[config.mk]
export PLATFORM = sky130hd
export DESIGN_NAME = sprite_rom_fetch
export DESIGN_NICKNAME = d
export VERILOG_FILES = /design/src/rtl/sprite_rom_fetch.sv
export SDC_FILE = /design/constraint.sdc
export NUM_CORES = 1
export LEC_CHECK = 0
export ABC_AREA = 1
export BUFFER_PORTS_ARGS = -buffer_cell sky130_fd_sc_hd__buf_2
export CAP_MARGIN = 5
export CORE_MARGIN = 5
export CORE_UTILIZATION = 52
export CTS_CLUSTER_DIAMETER = 80
export CTS_CLUSTER_SIZE = 8
export DETAILED_ROUTE_END_ITERATION = 10
export PLACE_DENSITY_LB_ADDON = 0.25
export SYNTH_ARGS = -nofsm -noshare
export SYNTH_HDL_FRONTEND = slang
export SYNTH_SLANG_ARGS = --single-unit
[constraint.sdc]
create_clock -name clk -period 1.72 [get_ports clk]
set_input_delay 0.258 -clock clk [delete_from_list [all_inputs] [get_ports clk]]
set_output_delay 0.258 -clock clk [all_outputs]
set_load 0.05 [all_outputs]
[src/rtl/sprite_rom_fetch.sv]
// Purpose: sprite ROM responder; turns sprite word addresses into SDRAM reads and holds the last word.
// Latency: request 2 clk after an address change; data on spr_rom_dout 1 clk after sdr_rdy.
// Backpressure: sdr_req held with a stable sdr_addr until sdr_rdy; a read is never aborted.
//
// Ports: clk/nRES (async active-low reset), load_en (ROM download: invalidate, no new reads),
//        spr_rom_addr/spr_rom_dout (sprite side), busy (read outstanding),
//        sdr_req/sdr_addr/sdr_rdy/sdr_dout (SDRAM arbiter read channel), miss_cnt (saturating demand reads).
// Optional feature: define SPR_FETCH_PREFETCH_EN to add a one-word next-address prefetch buffer.
module sprite_rom_fetch #(
    parameter logic [25:0] BASE_ADDR = 26'h0200000,
    parameter int          AW        = 19
) (
    input  logic          clk,
    input  logic          nRES,
    input  logic          load_en,
    input  logic [AW-1:0] spr_rom_addr,
    output logic [31:0]   spr_rom_dout,
    output logic          busy,
    output logic          sdr_req,
    output logic [25:0]   sdr_addr,
    input  logic          sdr_rdy,
    input  logic [31:0]   sdr_dout,
    output logic [15:0]   miss_cnt
);

    typedef enum logic [1:0] {
        ST_IDLE = 2'd0,
        ST_DREQ = 2'd1,
        ST_PREQ = 2'd2
    } state_t;

    state_t        state_q, state_d;
    logic [AW-1:0] addr_q, addr_d;
    logic [AW-1:0] cur_addr_q, cur_addr_d;
    logic          cur_valid_q, cur_valid_d;
    logic [31:0]   dout_q, dout_d;
    logic          req_q, req_d;
    logic [25:0]   sdr_addr_q, sdr_addr_d;
    logic          busy_q, busy_d;
    logic [15:0]   miss_q, miss_d;
    logic [AW-1:0] req_word_q, req_word_d;   // word address of the read in flight
    logic          disc_q, disc_d;           // in-flight read overlapped a download: drop its data
    logic          demand_miss;

`ifdef SPR_FETCH_PREFETCH_EN
    logic [AW-1:0] pf_addr_q, pf_addr_d;
    logic [31:0]   pf_data_q, pf_data_d;
    logic          pf_valid_q, pf_valid_d;
    logic          pf_want_q, pf_want_d;     // a demand fill or buffer hit just landed: fetch the next word
    logic [AW-1:0] next_addr;
    logic          pf_hit;

    assign next_addr = cur_addr_q + AW'(1);
    assign pf_hit    = pf_valid_q && (addr_q == pf_addr_q);
`endif

    // Word address to SDRAM byte address; wraps modulo 2^26.
    function automatic logic [25:0] word_to_byte(input logic [AW-1:0] w);
        return BASE_ADDR + 26'({w, 2'b00});
    endfunction

    assign demand_miss = !cur_valid_q || (addr_q != cur_addr_q);

    always_comb begin
        state_d     = state_q;
        addr_d      = spr_rom_addr;
        cur_addr_d  = cur_addr_q;
        cur_valid_d = cur_valid_q;
        dout_d      = dout_q;
        req_d       = req_q;
        sdr_addr_d  = sdr_addr_q;
        busy_d      = busy_q;
        miss_d      = miss_q;
        req_word_d  = req_word_q;
        disc_d      = disc_q;
`ifdef SPR_FETCH_PREFETCH_EN
        pf_addr_d   = pf_addr_q;
        pf_data_d   = pf_data_q;
        pf_valid_d  = pf_valid_q;
        pf_want_d   = pf_want_q;
`endif

        // During a download everything cached is stale, every cycle.
        if (load_en) begin
            cur_valid_d = 1'b0;
`ifdef SPR_FETCH_PREFETCH_EN
            pf_valid_d  = 1'b0;
            pf_want_d   = 1'b0;
`endif
        end

        case (state_q)
            ST_IDLE: begin
                if (!load_en) begin
                    if (demand_miss) begin
`ifdef SPR_FETCH_PREFETCH_EN
                        if (pf_hit) begin
                            dout_d      = pf_data_q;
                            cur_addr_d  = pf_addr_q;
                            cur_valid_d = 1'b1;
                            pf_valid_d  = 1'b0;
                            pf_want_d   = 1'b1;
                        end else begin
                            state_d    = ST_DREQ;
                            req_d      = 1'b1;
                            busy_d     = 1'b1;
                            sdr_addr_d = word_to_byte(addr_q);
                            req_word_d = addr_q;
                            disc_d     = 1'b0;
                        end
`else
                        state_d    = ST_DREQ;
                        req_d      = 1'b1;
                        busy_d     = 1'b1;
                        sdr_addr_d = word_to_byte(addr_q);
                        req_word_d = addr_q;
                        disc_d     = 1'b0;
`endif
                    end
`ifdef SPR_FETCH_PREFETCH_EN
                    else if (pf_want_q) begin
                        state_d    = ST_PREQ;
                        req_d      = 1'b1;
                        busy_d     = 1'b1;
                        sdr_addr_d = word_to_byte(next_addr);
                        req_word_d = next_addr;
                        disc_d     = 1'b0;
                        pf_want_d  = 1'b0;
                    end
`endif
                end
            end

            ST_DREQ: begin
                if (load_en) begin
                    disc_d = 1'b1;
                end
                if (sdr_rdy) begin
                    state_d = ST_IDLE;
                    req_d   = 1'b0;
                    busy_d  = 1'b0;
                    if (miss_q != 16'hFFFF) begin
                        miss_d = miss_q + 16'd1;
                    end
                    if (!load_en && !disc_q) begin
                        dout_d      = sdr_dout;
                        cur_addr_d  = req_word_q;
                        cur_valid_d = 1'b1;
`ifdef SPR_FETCH_PREFETCH_EN
                        pf_want_d   = 1'b1;
`endif
                    end
                end
            end

`ifdef SPR_FETCH_PREFETCH_EN
            ST_PREQ: begin
                if (load_en) begin
                    disc_d = 1'b1;
                end
                if (sdr_rdy) begin
                    state_d = ST_IDLE;
                    req_d   = 1'b0;
                    busy_d  = 1'b0;
                    if (!load_en && !disc_q) begin
                        pf_data_d  = sdr_dout;
                        pf_addr_d  = req_word_q;
                        pf_valid_d = 1'b1;
                    end
                end
            end
`endif

            default: begin
                state_d = ST_IDLE;
                req_d   = 1'b0;
                busy_d  = 1'b0;
            end
        endcase
    end

    always_ff @(posedge clk or negedge nRES) begin
        if (!nRES) begin
            state_q     <= ST_IDLE;
            addr_q      <= '0;
            cur_addr_q  <= '0;
            cur_valid_q <= 1'b0;
            dout_q      <= '0;
            req_q       <= 1'b0;
            sdr_addr_q  <= '0;
            busy_q      <= 1'b0;
            miss_q      <= '0;
            req_word_q  <= '0;
            disc_q      <= 1'b0;
`ifdef SPR_FETCH_PREFETCH_EN
            pf_addr_q   <= '0;
            pf_data_q   <= '0;
            pf_valid_q  <= 1'b0;
            pf_want_q   <= 1'b0;
`endif
        end else begin
            state_q     <= state_d;
            addr_q      <= addr_d;
            cur_addr_q  <= cur_addr_d;
            cur_valid_q <= cur_valid_d;
            dout_q      <= dout_d;
            req_q       <= req_d;
            sdr_addr_q  <= sdr_addr_d;
            busy_q      <= busy_d;
            miss_q      <= miss_d;
            req_word_q  <= req_word_d;
            disc_q      <= disc_d;
`ifdef SPR_FETCH_PREFETCH_EN
            pf_addr_q   <= pf_addr_d;
            pf_data_q   <= pf_data_d;
            pf_valid_q  <= pf_valid_d;
            pf_want_q   <= pf_want_d;
`endif
        end
    end

    assign spr_rom_dout = dout_q;
    assign busy         = busy_q;
    assign sdr_req      = req_q;
    assign sdr_addr     = sdr_addr_q;
    assign miss_cnt     = miss_q;

endmodule

==> results.tsv, run 1 <==
metric	value	unit
max-slew violations	0	
total power after layout	9.613	mW
total global routing overflow	0	
Synth Area in Compound Gates	2.928	%
Netlist cell types	25	
# Post-CTS Setup Buffers	0	
Gate Count Post-Synth	469	
Die H	104.2	um
H-tree levels	3	
largest net degree at the start of global routing	58	
share of post-route cells with drive strength above 1	33.33	%
Req. time, crit path	2.02	ns
Final setup viols	0	
Worst VDD drop	1145	uV
most used cell, CP	nand2_2	
FF/Latch Area	0.002733	sq mm
first-pass iteration count of the detailed router	6	
CTS root buf	clkbuf_8	
crit end category	flip-flop	
RSZ-0062 raised after global routing	false	
Post-Synth Adder-Cell Area	0.2711	%
worst-path cell chain	ha_4 -> nand3_2 -> nor3_4 -> nand2_2 -> nand2_2 -> nand2_2 -> buf_12 -> nand2_2 -> xor2_2	
final worst slack	0.1712	ns
Startpoint Class	flip-flop	
Simple-Gate Fraction of Synth Area	19.03	%
worst skew pair latency	0.36	ns
main combinational cell family by area after synthesis	simple AND/OR/NAND/NOR gates	
final hold vios	0	
CTS tree	done	
Tmin final	1.549	ns
synthesis-to-finish area growth	26.90	%
layout filler cell count	694	
initial antenna violation count	0	
routability cong.	0.8766	
Initial Util	53.17	%
CTS max path bufs	2	
max_cap viols	0	
dpl ws	0.1794	ns
Avg Cell Area, Syn	9.839	sq um
Worst EP arrival	1.84	ns
Antenna Violating Nets Remaining	0	
CTS buffer count	9	
Core Box Area	0.008678	sq mm
io pins	131	
Layout Skew	0.006808	ns
worst hold path class	in -> reg	
vias in the first global route	3783	
diode count	0	
Port Buffers	124	
Max Freq	0.6457	GHz
CP max-delay cell	dfrtp_2	
DRC	0	
register area share after synthesis	59.11	%
clk slew on worst S/H paths	0.10	ns
WHS	0.08342	ns
Crit Path Max Fanout	13	
DR vias	3609	
post-synthesis register bit count	109	
Post-Synth XOR/XNOR Area	2.766	%
critical path class	reg -> reg	
Final nets	678	
R2R Setup Slk	0.17	ns
die width	104.2	um
mux share of post-synthesis cell area	8.785	%
warnings from Yosys	0	
Vias/cell	4.910	
Site Rows	34	
DRT iter0 DRCs	134	
TritonCTS Sinks	109	
Tcrit/Tclk final	90.05	%
area of the multi-input gates	0.001602	sq mm
status	finished, final reports clean	
Final HPWL DP	7.399	mm
final core occ	67.47	%
PwrDens	1642	mW/mm^2
Cell Area, Synth	0.004614	sq mm
Total GRT Usage	20.04	%
total negative slack	0	ns
DRT Wirelength	10.28	mm
Die ar.	0.01086	sq mm
first-pass GRT wire length	17.97	mm
Static Leak	3.158	nW
max incr delay on CP	0.43	ns
routed wire length per instance	13.99	um
-- metrics by stage --
step           instance area, sq um  std cells
6_report                       5856        735
5_1_grt                        5856        735
4_1_cts                        5856        735
3_5_place_dp                   5446        699
3_3_place_gp                   5446        699
2_1_floorplan                  4656        474
-- routing by layer --
| layer | wire length, um | vias up | global-route usage (%) |
|---|---|---|---|
| met5 | 0 | - | 0 |
| met4 | 172 | 0 | 5.458 |
| met3 | 596 | 17 | 6.269 |
| met2 | 5255 | 98 | 34.34 |
| met1 | 4254 | 1736 | 24.46 |
| li1 | - | 1758 | - |
-- worst max-delay path: cells and delay by family (launching register included) --
kind,cells,cell delay (ns)
buf+inv,1,0.16
flops,1,0.43
fa+ha+maj,1,0.16
simple gates,6,0.60
xor+xnor,1,0.13
-- kinds of logic after synthesis --
kind of cell / after synthesis
AND/OR/NAND/NOR: 210
flip-flops: 109
XOR/XNOR: 12
other: 1
multiplexers: 36
AO/OA/AOI/OAI: 27
buffers and inverters: 73
adder cells (fa/ha/maj): 1
-- final timing paths --
| kind | from | to | depth (start not counted) |
|---|---|---|---|
| setup / recovery | miss_cnt[0]$_DFFE_PN0P_ | miss_cnt[4]$_DFFE_PN0P_ | 9 |
| hold / removal | sdr_rdy | busy$_DFFE_PN0P_ | 2 |
| setup reg to reg | miss_cnt[0]$_DFFE_PN0P_ | miss_cnt[4]$_DFFE_PN0P_ | 9 |
| hold reg to reg | sdr_addr[21]$_DFFE_PN0P_ | sdr_addr[21]$_DFFE_PN0P_ | 2 |
| max in group asynchronous | nRES | spr_rom_dout[15]$_DFFE_PN0P_ | 3 |
| min in group asynchronous | nRES | addr_q[1]$_DFF_PN0_ | 2 |
-- area by class of cell --
class	instances	share of cell area, %
multi-input combinational	292	27.35
inverter	51	3.269
clock inverter	5	0.9829
clock buffer	11	2.585
tap	108	2.308
timing repair buffer	159	16.84
sequential	109	46.67
-- sequential cells by signal, indices dropped and copies added, names as in the netlist, 2 cells and up --
| signal | flops |
|---|---|
| spr_rom_dout | 32 |
| addr_q | 19 |
| cur_addr_q | 19 |
| miss_cnt | 16 |
| sdr_addr | 2 |
| req_word_q | 18 |
-- cells in the final DEF, fill, tap and decap left out, types with 6 or more instances in the layout --
| cell | synthesis | final |
|---|---|---|
| dlygate4sd3_1 | 0 | 20 |
| o21ai_0 | 8 | 8 |
| buf_4 | 8 | 12 |
| clkbuf_8 | 0 | 11 |
| a21oi_1 | 17 | 17 |
| conb_1 | 1 | 6 |
| inv_1 | 51 | 51 |
| mux2_2 | 36 | 36 |
| dfrtp_1 | 109 | 105 |
| nand2_2 | 6 | 7 |
| xor2_1 | 6 | 6 |
| nand2_1 | 120 | 119 |
| nor2_1 | 43 | 43 |
| nand3_1 | 29 | 28 |
| buf_2 | 10 | 123 |
-- power by group --
group / internal [mW] / switching [mW] / leakage [nW] / total (mW)
clock network: 0.757 / 0.856 / 0.110 / 1.61
registers: 3.33 / 0.533 / 1.30 / 3.87
logic: 1.15 / 2.98 / 1.75 / 4.13
-- synth_stat cells --
master	instances	area (sq um)
buf_2	10	50.05
nand3_1	29	145.1
buf_6	1	11.26
xor2_2	3	48.80
conb_1	1	3.750
xor2_1	6	52.55
mux2_2	36	405.4
o21ai_1	2	10.01
nand2_1	120	450.4
nand4_1	4	25.02
inv_1	51	191.4
buf_1	2	7.510
nand2_4	1	11.26
nor4_1	1	6.260
clkbuf_1	1	3.750
buf_4	8	60.06
nor3_4	1	16.27
nor3_1	5	25.02
nor2_1	43	161.4
o21ai_0	8	40.04
nand2_2	6	37.54
ha_1	1	12.51
xnor2_1	3	26.28
a21oi_1	17	85.08
dfrtp_1	109	2728
-- what timing repair did --
| action | 4_1_cts | 5_1_grt |
|---|---|---|
| hold buffers | 20 | 0 |
| hold endpoints to repair | 40 | 0 |
| gates resized for setup | 0 | 0 |
Power figures use the tool's default switching activity.
==> run 2, diff against run 1 <==
--- a/config.mk
+++ b/config.mk
@@ -5,11 +5,10 @@
 export SDC_FILE = /design/constraint.sdc
 export NUM_CORES = 1
 export LEC_CHECK = 0
-export ABC_AREA = 1
 export BUFFER_PORTS_ARGS = -buffer_cell sky130_fd_sc_hd__buf_2
 export CAP_MARGIN = 5
 export CORE_MARGIN = 5
-export CORE_UTILIZATION = 52
+export CORE_UTILIZATION = 51
 export CTS_CLUSTER_DIAMETER = 80
 export CTS_CLUSTER_SIZE = 8
 export DETAILED_ROUTE_END_ITERATION = 10
@@ -17,3 +16,4 @@
 export SYNTH_ARGS = -nofsm -noshare
 export SYNTH_HDL_FRONTEND = slang
 export SYNTH_SLANG_ARGS = --single-unit
+export TNS_END_PERCENT = 10
==> run 2 against run 1 <==
  * Core utilization fell by 0.55 points
  * Largest cell class unchanged
  * Synthesized cell count fell by 41%
  * Register-to-register slack got worse by 0.45 ns
  * First-iteration DRC count fell by 47%
  * The run now ends with setup timing left
==> results.tsv, run 2 <==
metric	value	unit
Synth Area in Compound Gates	1.336	%
diode count	0	
post-synthesis register bit count	109	
Final nets	489	
max-slew violations	0	
H-tree levels	3	
Worst VDD drop	710.9	uV
routed wire length per instance	14.62	um
routability cong.	0.7615	
Startpoint Class	flip-flop	
Antenna Violating Nets Remaining	0	
RSZ-0062 raised after global routing	true	
synthesis-to-finish area growth	29.19	%
RR Endpoint	req_word_q[1]$_DFFE_PN0P_	
first-pass iteration count of the detailed router	4	
vias in the first global route	2691	
Netlist cell types	27	
share of post-route cells with drive strength above 1	54.92	%
Final setup viols	22	
Core Box Area	0.008134	sq mm
total global routing overflow	0	
Synth top cells by count	dfrtp_1, mux2_2, xnor2_1	
Slew @ Worst Pin	0.5664	ns
layout filler cell count	611	
main combinational cell family by area after synthesis	multiplexers	
final hold vios	0	
FF-to-FF path depth	7	
Static Leak	2.542	nW
io pins	131	
Max Freq	0.5003	GHz
most common cell in the synthesized netlist	dfrtp_1	
Cell Area, Synth	0.004214	sq mm
ys async rst share	100.0	%
DRT Wirelength	7.922	mm
top-area cell type share of the netlist area	64.73	%
failing checks	setup timing	
Req. time, crit path	1.96	ns
DR vias	2694	
register area share after synthesis	64.73	%
hold depth	1	
CTS max path bufs	2	
total power after layout	8.850	mW
CTS root buf	clkbuf_8	
Final HPWL DP	5.687	mm
Critical path origin	cur_addr_q[9]$_DFFE_PN0P_	
CTS buffer count	9	
Layout Skew	0.005880	ns
DRC	0	
initial antenna violation count	0	
Post-Synth Adder-Cell Area	0.2969	%
crit end category	flip-flop	
Total GRT Usage	16.06	%
number of flops mapped to enable cells by yosys	0	
Synth area leaders	dfrtp_1, mux2_2, xnor2_1	
CTS tree	done	
R2R Setup Slk	-0.28	ns
final worst slack	-0.2789	ns
max_cap viols	0	
clk slew on worst S/H paths	0.09	ns
status	finished with violations	
Gate Count Post-Synth	278	
critical path class	reg -> reg	
largest net degree at the start of global routing	110	
ys flop type	dfrtp_1	
DRT iter0 DRCs	71	
die width	100.9	um
Tmin final	1.999	ns
mux share of post-synthesis cell area	18.97	%
largest area contributor in the netlist	dfrtp_1	
Crit Path Max Fanout	10	
Site Rows	33	
first-pass GRT wire length	12.76	mm
Slew headroom	62.24	%
TritonCTS Sinks	109	
worst hold path class	in -> reg	
warnings from Yosys	0	
Post-Synth XOR/XNOR Area	6.859	%
Avg Cell Area, Syn	15.16	sq um
Initial Util	51.81	%
PwrDens	1626	mW/mm^2
WHS	0.02553	ns
most common cell after layout, fill and taps aside	buf_2	
most frequent cells in the layout	buf_2, dfrtp_1, mux2_2, xnor2_1, dlygate4sd3_1	
Simple-Gate Fraction of Synth Area	5.166	%
Die H	100.9	um
Tcrit/Tclk final	116.2	%
worst skew pair latency	0.35	ns
Worst EP arrival	2.24	ns
Port Buffers	124	
max reg flops	32	
origin of the critical flop-to-flop path	cur_addr_q[9]$_DFFE_PN0P_	
Die ar.	0.01018	sq mm
Vias/cell	4.970	
Worst Setup EP	req_word_q[1]$_DFFE_PN0P_	
-- run 2: layer usage --
| layer | up-vias | wire length [um] | global-route usage [%] |
|---|---|---|---|
| li1 | 1258 | - | - |
| met1 | 1343 | 3399 | 22.02 |
| met2 | 83 | 3873 | 25.27 |
| met3 | 10 | 552 | 3.183 |
| met4 | 0 | 97 | 6.442 |
| met5 | - | 0 | 0 |
-- run 2: critical path, cell delays in order (launching register included) --
cell and delay, ns:
dfrtp_1 0.40, xor2_1 0.17, nor4_2 0.28, buf_4 0.15
nand3_2 0.07, o311ai_4 0.27, buf_6 0.20, mux2_2 0.34
-- run 2: what timing repair did --
action,in CTS,in global routing
resized for setup,4,6
hold endpoints to repair,106,0
hold buffers,18,0
setup endpoints to repair,22,24
buffers inserted,0,0
-- run 2: worst min-delay path by stage --
stage	from	end	slack (ns)
floorplan	nRES	addr_q[0]$_DFF_PN0_	-0.04
global placement	nRES	spr_rom_dout[19]$_DFFE_PN0P_	0.37
detailed placement	spr_rom_addr[2]	addr_q[2]$_DFF_PN0_	0.37
CTS	spr_rom_addr[7]	addr_q[7]$_DFF_PN0_	0.0003
global route	spr_rom_addr[7]	addr_q[7]$_DFF_PN0_	0.005
finish	spr_rom_addr[7]	addr_q[7]$_DFF_PN0_	0.03
-- run 2: cell families (layout without fill, tap and decap cells) --
kind of cell	Yosys count	count (layout)
compound gates	6	6
xor+xnor	33	33
fa+ha+maj	1	1
buf+inv	16	170
flops	109	109
mux	71	71
other cells	1	6
simple gates	41	41
-- run 2: power breakdown --
part	switching (mW)	internal, mW	leakage (nW)
Sequential	0.468	3.31	1.30
Combinational	2.51	1.18	1.16
Clock	0.781	0.600	0.0884
Total	3.75	5.09	2.54
-- run 2: stage by stage --
step / instance area (sq um) / utilization [%] / std cells / setup TNS [ns] / worst slack, ns
after global routing: 5444 / 66.93 / 542 / -8.022 / -0.3979
after CTS: 5414 / 66.56 / 542 / -6.176 / -0.3117
final: 5444 / 66.93 / 542 / -5.429 / -0.2789
after global placement: 5039 / 61.94 / 509 / -7.306 / -0.3529
after detailed placement: 5039 / 61.94 / 509 / -7.335 / -0.3620
after floorplan: 4258 / - / 283 / -2.314 / -0.1380
-- run 2: area by class of cell --
type	count	area, sq um	area share, %
tap	105	131.4	2.413
timing repair buffer	153	930.9	17.10
sequential	109	2741	50.36
inverter	2	7.507	0.1379
clock buffer	12	155.1	2.850
clock inverter	3	21.27	0.3907
multi-input combinational	158	1456	26.75
==> run 3, diff against run 2 <==
--- a/config.mk
+++ b/config.mk
@@ -8,7 +8,8 @@
 export BUFFER_PORTS_ARGS = -buffer_cell sky130_fd_sc_hd__buf_2
 export CAP_MARGIN = 5
 export CORE_MARGIN = 5
-export CORE_UTILIZATION = 51
+export CORE_UTILIZATION = 53
+export CTS_BUF_LIST = sky130_fd_sc_hd__clkbuf_2 sky130_fd_sc_hd__clkbuf_4 sky130_fd_sc_hd__clkbuf_8
 export CTS_CLUSTER_DIAMETER = 80
 export CTS_CLUSTER_SIZE = 8
 export DETAILED_ROUTE_END_ITERATION = 10
==> run 3 against run 2 <==
  * The flow still finishes with violations (setup timing)
  * Critical path depth did not move
  * Flip-flop and latch count did not move
  * Setup slack got worse by 0.13 ns
  * Die area fell by 3.4%
  * Worst hold slack improved by 0.052 ns
  * Critical path type unchanged
  * Largest power group is now combinational cells
  * Highest routed layer unchanged
==> results.tsv, run 3 (synthesis results as in run 2) <==
metric	value	unit
routed wire length per instance	15.88	um
Startpoint Class	flip-flop	
final worst slack	-0.4111	ns
Crit path depth	7	
CTS buffer count	9	
Comb pwr share	42.4	%
met3 GRT Util	5.189	%
DRT iter0 DRCs	74	
max reg flops	32	
DRC	0	
Crit path max-delay family	simple AND/OR/NAND/NOR gates	
total negative slack	-7.166	ns
Final setup viols	22	
DR vias	2728	
final hold vios	0	
register share of total power	42.1	%
final core occ	72.43	%
first-pass iteration count of the detailed router	4	
most common cell after layout, fill and taps aside	buf_2	
share of post-route cells with drive strength above 1	56.08	%
first-pass GRT wire length	13.89	mm
FF/Latch Area	0.002741	sq mm
PwrDens	1605	mW/mm^2
largest net degree at the start of global routing	45	
Layout Skew	0.01286	ns
CTS tree	done	
Internal	5.099	mW
final std cells w/o fill	546	
Req. time, crit path	1.97	ns
synthesis-to-finish area growth	32.81	%
Tmin final	2.131	ns
Site Rows	32	
CTS root buf	clkbuf_8	
fin area	0.005597	sq mm
Worst EP arrival	2.38	ns
Crit Path Max Fanout	8	
Tcrit/Tclk final	123.9	%
worst-path cell chain	xor2_1 -> nor4_2 -> nand3_4 -> o311ai_4 -> buf_4 -> clkbuf_16 -> mux2_2	
vias in the first global route	2817	
Static Leak	2.650	nW
Top Usage Layer GRT	met2	
max-slew violations	0	
met1 Track Usage GR	22.56	%
post-placement cell area	0.005047	sq mm
met2 GRT Util	29.96	%
Die ar.	0.009835	sq mm
diode count	0	
Buf/Inv on CP	2	
Port Buffers	124	
placed cells	506	
Die H	99.17	um
failing checks	setup timing	
total global routing overflow	0	
max incr delay on CP	0.41	ns
io pins	131	
routability cong.	0.8046	
layout filler cell count	569	
initial antenna violation count	0	
Final nets	495	
RSZ-0062 raised after global routing	true	
max_cap viols	0	
Initial Util	54.53	%
TritonCTS Sinks	109	
area of the multi-input gates	0.001519	sq mm
Worst VDD drop	854.5	uV
crit end category	flip-flop	
switching part of the total	43.24	%
most frequent cells in the layout	buf_2, dfrtp_1, mux2_2, dlygate4sd3_1, xnor2_1	
H-tree levels	3	
critical path class	reg -> reg	
Total GRT Usage	17.85	%
worst skew pair latency	0.36	ns
hold depth	2	
DRT Wirelength	8.671	mm
CTS max path bufs	2	
Max Freq	0.4693	GHz
Net Sw Power	3.884	mW
Final HPWL DP	6.023	mm
FF-to-FF path depth	7	
clock share of power	15.4	%
Vias/cell	4.996	
Core Box Area	0.007727	sq mm
Antenna Violating Nets Remaining	0	
CP max-delay cell	nor4_2	
status	finished with violations	
total power after layout	8.983	mW
die width	99.17	um
clk slew on worst S/H paths	0.10	ns
worst hold path class	in -> reg	
## run 3: changes by cell type in the layout (fill, tap and decap cells not counted), moves of 2 or more
cell,previous run,this run
clkbuf_8,11,9
mux2_4,2,12
inv_6,0,2
dlygate4sd3_1,18,20
clkbuf_16,0,2
mux2_2,69,59
clkinv_2,1,3
## run 3: repair_timing
item                                    4_1_cts  5_1_grt
setup buffers                                 0        2
endpoints found under the hold margin        42        3
cloned                                        0        2
endpoints found under the setup margin       22       28
gates resized for setup                       0       26
hold buffers                                 17        3
pin swaps                                     0        2
## run 3: worst reg2reg max path, cell delays in order (launching register included)
cell and delay [ns]:
dfrtp_1 0.40, xor2_1 0.18, nor4_2 0.41, nand3_4 0.12
o311ai_4 0.26, buf_4 0.17, clkbuf_16 0.15, mux2_2 0.34
## run 3: per-layer routing
| metal | up-vias | share of wire, % |
|---|---|---|
| met5 | - | 0 |
| met4 | 0 | 0.98 |
| met3 | 7 | 7.6 |
| met2 | 90 | 51 |
| met1 | 1358 | 41 |
| li1 | 1273 | - |
## run 3: area by class of cell
| cell class | count | share of cell area [%] |
|---|---|---|
| clock buffer | 9 | 2.213 |
| clock inverter | 7 | 0.8719 |
| inverter | 2 | 0.1341 |
| multi-input combinational | 158 | 27.14 |
| sequential | 109 | 48.98 |
| tap | 102 | 2.280 |
| timing repair buffer | 159 | 18.38 |
## run 3: power groups by stage
stage / registers [mW] / clock network, mW / logic, mW
after floorplan: 5.53 / 0 / 0.997
after global placement: 3.80 / 0 / 3.62
after detailed placement: 3.84 / 0 / 3.68
after CTS: 3.78 / 1.43 / 3.71
after global routing: 3.89 / 1.53 / 4.01
final: 3.79 / 1.39 / 3.81
## run 3: metrics by stage
| step | hold slack (ns) | setup slack (ns) |
|---|---|---|
| after detailed placement | 0.2115 | -0.3251 |
| after CTS | 0.0003971 | -0.3390 |
| after global placement | 0.2040 | -0.3108 |
| after floorplan | -0.03759 | -0.1380 |
| final | 0.07730 | -0.4111 |
| after global routing | 0.08188 | -0.5031 |
## run 3: final timing paths
path | from | slack, ns | end
max | cur_addr_q[15]$_DFFE_PN0P_ | -0.41 | req_word_q[7]$_DFFE_PN0P_
min | sdr_rdy | 0.08 | busy$_DFFE_PN0P_
max reg2reg | cur_addr_q[15]$_DFFE_PN0P_ | -0.41 | req_word_q[7]$_DFFE_PN0P_
min reg2reg | sdr_addr[21]$_DFFE_PN0P_ | 0.47 | sdr_addr[21]$_DFFE_PN0P_
max in group asynchronous | nRES | 0.80 | spr_rom_dout[0]$_DFFE_PN0P_
min in group asynchronous | nRES | 0.36 | spr_rom_dout[24]$_DFFE_PN0P_
